[src/rtl/enc_pkg.sv]
// ---------------------------------------------------------------------------
// enc_pkg -- shared types and sizes for the sequential 8-to-3 encoder.
//   state_t : controller states (IDLE, EMIT)
//   N_REQ   : request vector width
//   IDX_W   : encoded index width
//   CNT_W   : pending-count width (must hold 0..N_REQ)
// ---------------------------------------------------------------------------
package enc_pkg;

    localparam int N_REQ = 8;
    localparam int IDX_W = 3;
    localparam int CNT_W = 4;

    typedef enum logic {
        IDLE = 1'b0,
        EMIT = 1'b1
    } state_t;

endpackage

[src/rtl/prio_enc8t3.sv]
// ---------------------------------------------------------------------------
// prio_enc8t3 -- combinational 8-to-3 priority encoder.
//   Parameter MSB_FIRST : 1 = bit 7 wins, 0 = bit 0 wins.
//   vec  in  [7:0]  request vector
//   idx  out [2:0]  index of the winning bit, 0 when vec == 0
//   any  out        at least one bit of vec is set
// ---------------------------------------------------------------------------
module prio_enc8t3
    import enc_pkg::*;
#(
    parameter int MSB_FIRST = 1
) (
    input  logic [N_REQ-1:0] vec,
    output logic [IDX_W-1:0] idx,
    output logic             any
);

    // Scan so that the highest-priority set bit is the last one written.
    always_comb begin
        idx = '0;
        any = |vec;
        if (MSB_FIRST != 0) begin
            for (int i = 0; i < N_REQ; i++)
                if (vec[i]) idx = IDX_W'(i);
        end else begin
            for (int i = N_REQ - 1; i >= 0; i--)
                if (vec[i]) idx = IDX_W'(i);
        end
    end

endmodule

[src/rtl/seq_encoder8t3.sv]
// ---------------------------------------------------------------------------
// seq_encoder8t3 -- captures a multi-hot request vector and emits the index
// of each set bit, one per accepted transfer, in priority order.
//   Parameter MSB_FIRST : 1 = bit 7 highest priority, 0 = bit 0 highest.
//   Macro ENC_MERGE_EN  : when defined, a Load while emitting ORs W into the
//                         pending set; otherwise such a Load is ignored.
//   Clock  in        rising-edge clock
//   Reset  in        asynchronous active-high reset
//   W      in  [7:0] request vector, sampled when Load=1
//   Load   in        capture W
//   Ready  in        consumer accepts the current code
//   Y      out [2:0] index of the highest-priority pending bit
//   Valid  out       Y holds a code awaiting acceptance
//   Zero   out       one-cycle pulse after a Load that captured W=0
//   Count  out [3:0] number of pending bits
// ---------------------------------------------------------------------------
module seq_encoder8t3
    import enc_pkg::*;
#(
    parameter int MSB_FIRST = 1
) (
    input  logic             Clock,
    input  logic             Reset,
    input  logic [N_REQ-1:0] W,
    input  logic             Load,
    input  logic             Ready,
    output logic [IDX_W-1:0] Y,
    output logic             Valid,
    output logic             Zero,
    output logic [CNT_W-1:0] Count
);

    state_t           state, state_nxt;
    logic [N_REQ-1:0] pend, pend_nxt;
    logic             zero_nxt;
    logic             pend_any;

    prio_enc8t3 #(.MSB_FIRST(MSB_FIRST)) u_prio (
        .vec (pend),
        .idx (Y),
        .any (pend_any)
    );

    always_ff @(posedge Clock or posedge Reset) begin
        if (Reset) begin
            state <= IDLE;
            pend  <= '0;
            Zero  <= 1'b0;
        end else begin
            state <= state_nxt;
            pend  <= pend_nxt;
            Zero  <= zero_nxt;
        end
    end

    always_comb begin
        state_nxt = state;
        pend_nxt  = pend;
        zero_nxt  = 1'b0;
        unique case (state)
            IDLE: begin
                if (Load) begin
                    if (W != '0) begin
                        pend_nxt  = W;
                        state_nxt = EMIT;
                    end else begin
                        zero_nxt  = 1'b1;
                    end
                end
            end
            EMIT: begin
                // Serve first, then merge, so a re-requested index survives.
                if (Ready && pend_any)
                    pend_nxt[Y] = 1'b0;
`ifdef ENC_MERGE_EN
                if (Load)
                    pend_nxt = pend_nxt | W;
`endif
                state_nxt = (pend_nxt != '0) ? EMIT : IDLE;
            end
            default: begin
                state_nxt = IDLE;
                pend_nxt  = '0;
            end
        endcase
    end

    assign Valid = (state == EMIT);

    always_comb begin
        Count = '0;
        for (int i = 0; i < N_REQ; i++)
            Count = Count + CNT_W'(pend[i]);
    end

endmodule

[config.mk]
export PLATFORM = sky130hd
export DESIGN_NAME = seq_encoder8t3
export DESIGN_NICKNAME = d
export VERILOG_FILES = /design/src/rtl/enc_pkg.sv /design/src/rtl/prio_enc8t3.sv /design/src/rtl/seq_encoder8t3.sv
export SDC_FILE = /design/constraint.sdc
export NUM_CORES = 1
export LEC_CHECK = 0
export ABC_AREA = 0
export BUFFER_PORTS_ARGS = -buffer_cell sky130_fd_sc_hd__buf_2
export CORE_MARGIN = 8
export CORE_UTILIZATION = 30
export DETAILED_ROUTE_END_ITERATION = 6
export PLACE_DENSITY_LB_ADDON = 0.3
export SKIP_CTS_REPAIR_TIMING = 1
export SYNTH_ARGS = -nofsm -noshare
export SYNTH_HDL_FRONTEND = slang
export SYNTH_SLANG_ARGS = --single-unit
[constraint.sdc]
create_clock -name Clock -period 4.1 [get_ports Clock]
set_input_delay 1.23 -clock Clock [delete_from_list [all_inputs] [get_ports Clock]]
set_output_delay 1.23 -clock Clock [all_outputs]
set_load 0.005 [all_outputs]
==> results.json, run 1 <==
{
  "timing.rr.end": "pend[0]",
  "ctsHtreeMaxLevel": 1,
  "core_area_um2": 2660,
  "yosysSeqAreaShare_pct": 30.7,
  "netlist_area_um2": 815,
  "regToRegSetupSlack_ns": 2.49,
  "synth_top_family_by_area": "simple AND/OR/NAND/NOR gates",
  "wl_per_cell_um": 13.6,
  "root_buffer": "clkbuf_4",
  "ys_seq_elements": 10,
  "slew_headroom_pct": 71.9,
  "synth_area_per_cell_um2": 9.15,
  "power_leakage_nw": 0.518,
  "fin_crit_sh_pct": 104,
  "grt-ovfl-total": 0,
  "gp_congestion": 0.891,
  "first_pass_iters": 4,
  "synthMuxAreaShare_pct": 0,
  "min_path_type": "reg -> reg",
  "synthXorXnorAreaFrac_pct": 1.08,
  "min_from": "pend[2]",
  "combPwrFrac_pct": 69.6,
  "drtIter0Drc": 19,
  "seq_area_um2": 250,
  "ioPinCount": 21,
  "antenna_found_initial": 0,
  "die_x_um": 68.1,
  "maxCapViolCount": 0,
  "grt_pass1_vias": 753,
  "clkPwrFrac_pct": 9.7,
  "synth_edf_count": 0,
  "rsz0062_at_grt": "true",
  "sequentialPowerShare_pct": 20.6,
  "setup_viol": 2,
  "hold_depth": 2,
  "drt_wl_total_mm": 2.00,
  "insertedDiodeCount": 0,
  "drc": 0,
  "clock_latency_ns": 0.27,
  "swShare_pct": 45.6,
  "die_y_um": 68.1,
  "drive_gt1_share_pct": 31.9,
  "maxSlewViolCount": 0,
  "reg2reg_depth": 6,
  "reg2reg_from": "pend[1]",
  "intPower_w": 0.000501,
  "clock_sinks": 10,
  "synth-simple-area-share_pct": 22.4,
  "synth_compound_area_share_pct": 22.4,
  "required_ns": 2.87,
  "cts_buffers": 3,
  "power_density_nw_per_um2": 906,
  "grt_usage_pct": 9.34,
  "final_common_cell": "buf_2",
  "synthTopCellsByArea": "dfrtp_1 31%, fa_1 9.8%, inv_1 6.5%",
  "peakVddDrop_mv": 0.403,
  "port_buffers": 20,
  "synth_flop_cell": "dfrtp_1",
  "ant_nets": 0,
  "synth_top_area_share_pct": 30.7,
  "avgViaCountPerCell": 5.16,
  "worst_pin_slew_ns": 0.420,
  "fill_cells": 281,
  "initial_core_util_pct": 30.6,
  "finClkSkew_ns": 0.00294,
  "synthesis.nets": 109,
  "placed_area_um2": 976,
  "switchingPower_w": 0.000420,
  "final_net_count": 137,
  "vias": 759,
  "grt_pass1_wl_mm": 3.44,
  "cts.path.max_buffers": 2,
  "die_area_um2": 4640,
  "area_growth_pct": 24.9,
  "async_flop_share_pct": 100,
  "total_power_w": 0.000922,
  "yosysTopAreaCell": "dfrtp_1",
  "crit_fanout": 2,
  "multi_input_area_um2": 509,
  "rows": 19,
  "worst_setup_path_start_kind": "register",
  "tritoncts": "built",
  "finalHoldViolations": 0,
  "fin_crit_ns": 4.25,
  "grt_max_degree": 16,
  "crit_type": "reg -> out",
  "fin_util_pct": 38.2,
  "fin_setup_tns_ns": -0.298,
  "fin_ws_ns": -0.153,
  "end_kind": "output pin",
  "hold_path_end": "pend[2]",
  "dp_hpwl_mm": 1.68,
  "worstPathArrival_ns": 3.02,
  "timing.fmax_ghz": 0.235,
  "stdcell_area_um2": 1020,
  "ys_warn_count": 0,
  "clk_pin_slew_ns": 0.07,
  "synth-adder-area-share_pct": 16.0,
  "failed_checks": "negative setup slack",
  "netlist_instances": 89,
  "synth_cell_type_count": 32,
  "status": "complete, but fails checks",
  "final_cell_mix": "20 x buf_2, 13 x inv_1, 10 x dfrtp_1"
}
[worst max-delay path, stage by stage, from the launching register on]
cell and delay [ns]:
dfrtp_1 0.40, fa_1 0.54, inv_1 0.05, fa_1 0.44
fa_1 0.49, inv_1 0.04, ha_2 0.17, fa_2 0.51
buf_2 0.11
[how the worst max path moves through the flow]
stage                 start  endpoint  slack, ns  depth (start not counted)
floorplan           pend[0]  Count[2]       0.19                          8
global placement    pend[0]  Count[2]       0.09                          9
detailed placement  pend[0]  Count[2]       0.04                          9
CTS                 pend[0]  Count[2]      -0.25                          9
global route        pend[0]  Count[1]      -0.26                          8
finish              pend[0]  Count[1]      -0.15                          8
[cells in the mapped netlist (all sizes together) (2+ instances only)]
master / count
a32o: 3
dfrtp: 10
nor4: 3
nor2: 4
nand3: 3
nand2: 7
o31ai: 3
a21oi: 7
nand4: 2
inv: 14
ha: 4
nor2b: 3
a221oi: 2
o21ai: 4
fa: 4
[flip-flops by register name, summed over array words and instances, names as in the netlist]
signal / count
pend: 8
Valid: 1
Zero: 1
[stage by stage]
step / cells / hold slack [ns] / worst slack, ns
final: 147 / 0.672 / -0.153
after global routing: 147 / 0.712 / -0.264
after CTS: 147 / 0.688 / -0.250
after detailed placement: 143 / 0.671 / 0.0398
after global placement: 143 / 0.667 / 0.0902
after floorplan: 89 / 0.578 / 0.189
[power groups by stage]
stage	Clock (W)	Combinational [W]	Sequential [W]
after global routing	0.0000953	0.000744	0.000198
after global placement	0	0.000626	0.000192
final	0.0000899	0.000642	0.000190
after detailed placement	0	0.000643	0.000193
after floorplan	0	0.000414	0.000190
after CTS	0.0000926	0.000646	0.000190
[layout make-up]
type | count | area share (%)
clock buffers | 4 | 3.57
multi-input cells | 64 | 50.1
repair buffers | 24 | 12.8
well taps | 31 | 3.81
inverters | 14 | 5.17
flip-flops and latches | 10 | 24.6
[kinds of logic (layout without fill, tap and decap cells)]
logic type / Yosys count / after routing
simple gates: 29 / 29
flops: 10 / 10
compound gates: 26 / 26
buf+inv: 15 / 42
xor+xnor: 1 / 1
fa+ha+maj: 8 / 8
[routing by layer]
metal  vias to the layer above  part of all wire [%]  global-route usage (%)
met1                       358                    43                    11.8
met5                         -                     0                       0
met3                         4                   6.0                    2.62
met2                        23                    50                    15.2
li1                        374                     -                       -
met4                         0                   1.1                    2.56
Power figures use the tool's default switching activity.
==> run 2: changes to the inputs <==
Settings changed: CELL_PAD_IN_SITES_DETAIL_PLACEMENT set to 1, CELL_PAD_IN_SITES_GLOBAL_PLACEMENT set to 1.
==> run 2 against run 1 <==
  * The run still ends with negative setup slack left
  * Final cell count is 2.0% higher
  * Clock power grew 7.6%
  * Combinational power rose by 15%
  * Clock skew shrank 0.0022 ns
  * Count of clock-buffer cells in the layout unchanged
  * Utilization rose by 1.4 points
  * First-iteration DRC count increased by 47%
  * Non-clock buffer count is 3 higher
==> results.json, run 2 (synthesized netlist as in run 1, its figures left out) <==
{
  "total_power_w": 0.00103,
  "whs_ns": 0.746,
  "slew_headroom_pct": 71.2,
  "tritoncts": "built",
  "final_net_count": 140,
  "wl_per_cell_um": 16.6,
  "rows": 19,
  "fin_ws_ns": -0.201,
  "fin_crit_ns": 4.30,
  "grt_pass1_wl_mm": 4.15,
  "clock_latency_ns": 0.28,
  "path_common_cell": "fa_1",
  "first_pass_iters": 4,
  "cp_slowest_cell": "fa_1",
  "min_path_type": "reg -> reg",
  "status": "complete, but fails checks",
  "setup_viol": 2,
  "cpPeakStageDelay_ns": 0.55,
  "ctsHtreeMaxLevel": 1,
  "die_area_um2": 4640,
  "avgViaCountPerCell": 5.25,
  "ioPinCount": 21,
  "power_density_nw_per_um2": 982,
  "fin_crit_sh_pct": 105,
  "final_common_cell": "buf_2",
  "fin_util_pct": 39.6,
  "fin_setup_tns_ns": -0.377,
  "antenna_found_initial": 0,
  "crit_type": "reg -> out",
  "timing.fmax_ghz": 0.233,
  "worstPathArrival_ns": 3.07,
  "power_leakage_nw": 0.537,
  "cts_buffers": 3,
  "drtIter0Drc": 28,
  "grt-ovfl-total": 0,
  "area_growth_pct": 29.3,
  "top_register": "pend",
  "stdcell_count": 150,
  "clock_sinks": 10,
  "finalHoldViolations": 0,
  "fill_cells": 335,
  "insertedDiodeCount": 0,
  "drive_gt1_share_pct": 34.5,
  "grt_usage_pct": 11.8,
  "crit_fanout": 2,
  "worst_pin_slew_ns": 0.433,
  "core_area_um2": 2660,
  "end_kind": "output pin",
  "die_x_um": 68.1,
  "grt_pass1_vias": 835,
  "dp.cells": 143,
  "peakVddDrop_mv": 0.468,
  "failed_checks": "negative setup slack",
  "ant_nets": 0,
  "die_y_um": 68.1,
  "gp_congestion": 0.830,
  "initial_core_util_pct": 30.6,
  "drc": 0,
  "finClkSkew_ns": 0.000720,
  "worst_setup_path_start_kind": "register",
  "clk_pin_slew_ns": 0.08,
  "cts.path.max_buffers": 2,
  "port_buffers": 20,
  "root_buffer": "clkbuf_4",
  "grt_max_degree": 16,
  "required_ns": 2.87,
  "maxSlewViolCount": 0,
  "worstPathCellList": "fa_1 > inv_1 > fa_1 > fa_1 > inv_2 > ha_4 > fa_2 > buf_2",
  "rsz0062_at_grt": "true",
  "regToRegSetupSlack_ns": 2.38,
  "dp_hpwl_mm": 1.98,
  "maxCapViolCount": 0,
  "vias": 787,
  "largest_register_ff_count": 8,
  "drt_wl_total_mm": 2.49,
  "final_cell_mix": "20 x buf_2, 13 x inv_1, 10 x dfrtp_1"
}
run 2: cell types whose count changed in the layout (fill, tap and decap cells not counted), sizes merged:
cell | previous run | this run
buf | 24 | 27
run 2: routing by layer:
layer / part of all wire [%] / track usage (%) / vias to the layer above
met5: 0 / 0 / -
met4: 1.0 / 4.09 / 0
met3: 2.3 / 2.62 / 4
met2: 52 / 19.1 / 9
met1: 44 / 15.1 / 392
li1: - / - / 382
run 2: final timing paths:
path,from,endpoint,cells after the start
max,pend[3],Count[1],8
min,pend[1],pend[1],3
max reg2reg,pend[3],Valid,7
min reg2reg,pend[1],pend[1],3
max in group asynchronous,Reset,pend[7],2
min in group asynchronous,Reset,pend[2],2
run 2: area by class of cell:
cell class	count	area, um^2	area share (%)
sequential	10	250	23.8
timing repair buffer	27	153	14.5
clock buffer	4	36.3	3.44
inverter	14	52.6	4.99
tap	31	38.8	3.68
multi-input combinational	64	523	49.6
run 2: metrics by stage:
step,setup slack (ns),area (um^2)
after floorplan,0.189,815
after global placement,0.0844,976
after detailed placement,0.0566,976
after CTS,-0.258,1010
after global routing,-0.287,1050
final,-0.201,1050
run 2: worst max-delay path: cells and delay by family (launching register included):
family	cells	cell delay, ns
adder cells (fa/ha/maj)	5	2.16
flip-flops	1	0.41
buffers and inverters	3	0.22
run 2: report_power, final:
| part | switching, W | total (W) | leakage (nW) | internal [W] |
|---|---|---|---|---|
| clock | 0.0000427 | 0.0000967 | 0.0210 | 0.0000540 |
| sequential | 0.0000624 | 0.000198 | 0.127 | 0.000135 |
| combinational | 0.000378 | 0.000740 | 0.389 | 0.000362 |
| total | 0.000483 | 0.00103 | 0.537 | 0.000552 |
==> run 3: changes to the inputs <==
Settings changed: CORE_UTILIZATION 30 to 38.
==> run 3 against run 2 <==
  * The flow still finishes with violations (negative setup slack)
  * Sequential power down 3%
  * Sequential share of layout area up 1.0 points
  * Worst hold slack worse by 0.048 ns
  * Final cell count down 4.7%
  * Clock skew up 0.0018 ns
  * Flip-flop and latch count unchanged
  * Critical path depth unchanged
  * First-iteration DRC count down 43%
  * Non-clock buffer count down 2
  * Critical endpoint unchanged
  * Largest cell class unchanged
  * Highest routed layer unchanged
==> results.json, run 3 (synthesized netlist as in run 1, its figures left out) <==
{
  "status": "complete, but fails checks",
  "failed_checks": "negative setup slack",
  "drtIter0Drc": 16,
  "die_y_um": 62.3,
  "fin_crit_ns": 4.24,
  "maxCapViolCount": 0,
  "swShare_pct": 47.3,
  "grt_max_degree": 16,
  "avgViaCountPerCell": 5.50,
  "largest_register_ff_count": 8,
  "gp_congestion": 0.813,
  "grt_pass1_vias": 843,
  "dpl_worst_slack_ns": 0.0643,
  "crit_type": "reg -> out",
  "cts.path.max_buffers": 2,
  "crit_fanout": 2,
  "final_cell_mix": "20 x buf_2, 14 x inv_1, 10 x dfrtp_1",
  "ctsHtreeMaxLevel": 1,
  "finClkSkew_ns": 0.00255,
  "timing.fmax_ghz": 0.236,
  "tritoncts": "built",
  "maxSlewViolCount": 0,
  "cts_buffers": 3,
  "rsz0062_at_grt": "true",
  "drive_gt1_share_pct": 31.9,
  "required_ns": 2.87,
  "grt_pass1_wl_mm": 4.08,
  "vias": 786,
  "finalHoldViolations": 0,
  "final_net_count": 138,
  "clkPwrFrac_pct": 7.4,
  "end_kind": "output pin",
  "drt_wl_total_mm": 2.31,
  "combPwrFrac_pct": 72.2,
  "clk_pin_slew_ns": 0.06,
  "clock_latency_ns": 0.27,
  "min_path_type": "reg -> reg",
  "grt_usage_pct": 12.4,
  "grt-ovfl-total": 0,
  "switchingPower_w": 0.000445,
  "peakVddDrop_mv": 0.424,
  "area_growth_pct": 24.0,
  "worst_pin_slew_ns": 0.439,
  "fin_setup_tns_ns": -0.265,
  "final_common_cell": "buf_2",
  "drc": 0,
  "insertedDiodeCount": 0,
  "die_area_um2": 3880,
  "worstPathArrival_ns": 3.01,
  "fin_crit_sh_pct": 104,
  "sequentialPowerShare_pct": 20.4,
  "power_density_nw_per_um2": 932,
  "first_pass_iters": 4,
  "port_buffers": 20,
  "power_leakage_nw": 0.519,
  "intPower_w": 0.000496,
  "ant_nets": 0,
  "die_x_um": 62.3,
  "fin_ws_ns": -0.144,
  "root_buffer": "clkbuf_4",
  "ioPinCount": 21,
  "wl_per_cell_um": 16.2,
  "total_power_w": 0.000941,
  "setup_viol": 2,
  "clock_sinks": 10,
  "rows": 16,
  "dp_hpwl_mm": 1.91,
  "whs_ns": 0.698,
  "initial_core_util_pct": 40.7,
  "top_register": "pend",
  "antenna_found_initial": 0,
  "slew_headroom_pct": 70.7,
  "core_area_um2": 2000,
  "worst_setup_path_start_kind": "register"
}
-- run 3: cell count changes in the layout (fill, tap and decap cells not counted), sizes merged --
cell    delta
buf        -2
clkbuf     -1
-- run 3: layout make-up --
class                   instances  area (um^2)
inverters                      14         52.6
fillers                       259          992
clock buffers                   3         22.5
flip-flops and latches         10          250
repair buffers                 25          138
well taps                      27         33.8
multi-input cells              64          513
-- run 3: critical path, cell delays in order, from the launching register on --
cell and delay, ns:
dfrtp_1 0.40, fa_1 0.53, inv_1 0.05, fa_1 0.45, fa_1 0.49, inv_1 0.04
ha_2 0.17, fa_2 0.51, buf_2 0.11
-- run 3: layer usage --
layer,track usage [%],vias up,share of wire (%)
met5,0,-,0
met4,1.71,0,0.30
met3,4.30,2,5.3
met2,19.8,16,50
met1,16.1,390,44
li1,-,378,-
-- run 3: path summary, 6_finish.rpt --
kind | startpoint | to | slack (ns) | cells after the start
setup / recovery | pend[0] | Count[1] | -0.14 | 8
hold / removal | pend[0] | pend[0] | 0.70 | 2
setup reg to reg | pend[1] | pend[0] | 2.44 | 6
hold reg to reg | pend[0] | pend[0] | 0.70 | 2
max in group asynchronous | Reset | Zero | 2.87 | 2
min in group asynchronous | Reset | Valid | 0.94 | 2
-- run 3: power groups by stage --
stage	clock network (W)	logic (W)	registers, W
floorplan	0	0.000414	0.000190
global placement	0	0.000625	0.000191
detailed placement	0	0.000650	0.000194
CTS	0.0000710	0.000654	0.000192
global route	0.0000742	0.000766	0.000199
finish	0.0000692	0.000680	0.000192
-- run 3: stage by stage --
step           util [%]  instances  area, um^2
2_1_floorplan         -         89         815
3_3_place_gp       48.5        139         971
3_5_place_dp       48.5        139         971
4_1_cts            49.6        142         993
5_1_grt            50.4        143        1010
6_report           50.4        143        1010
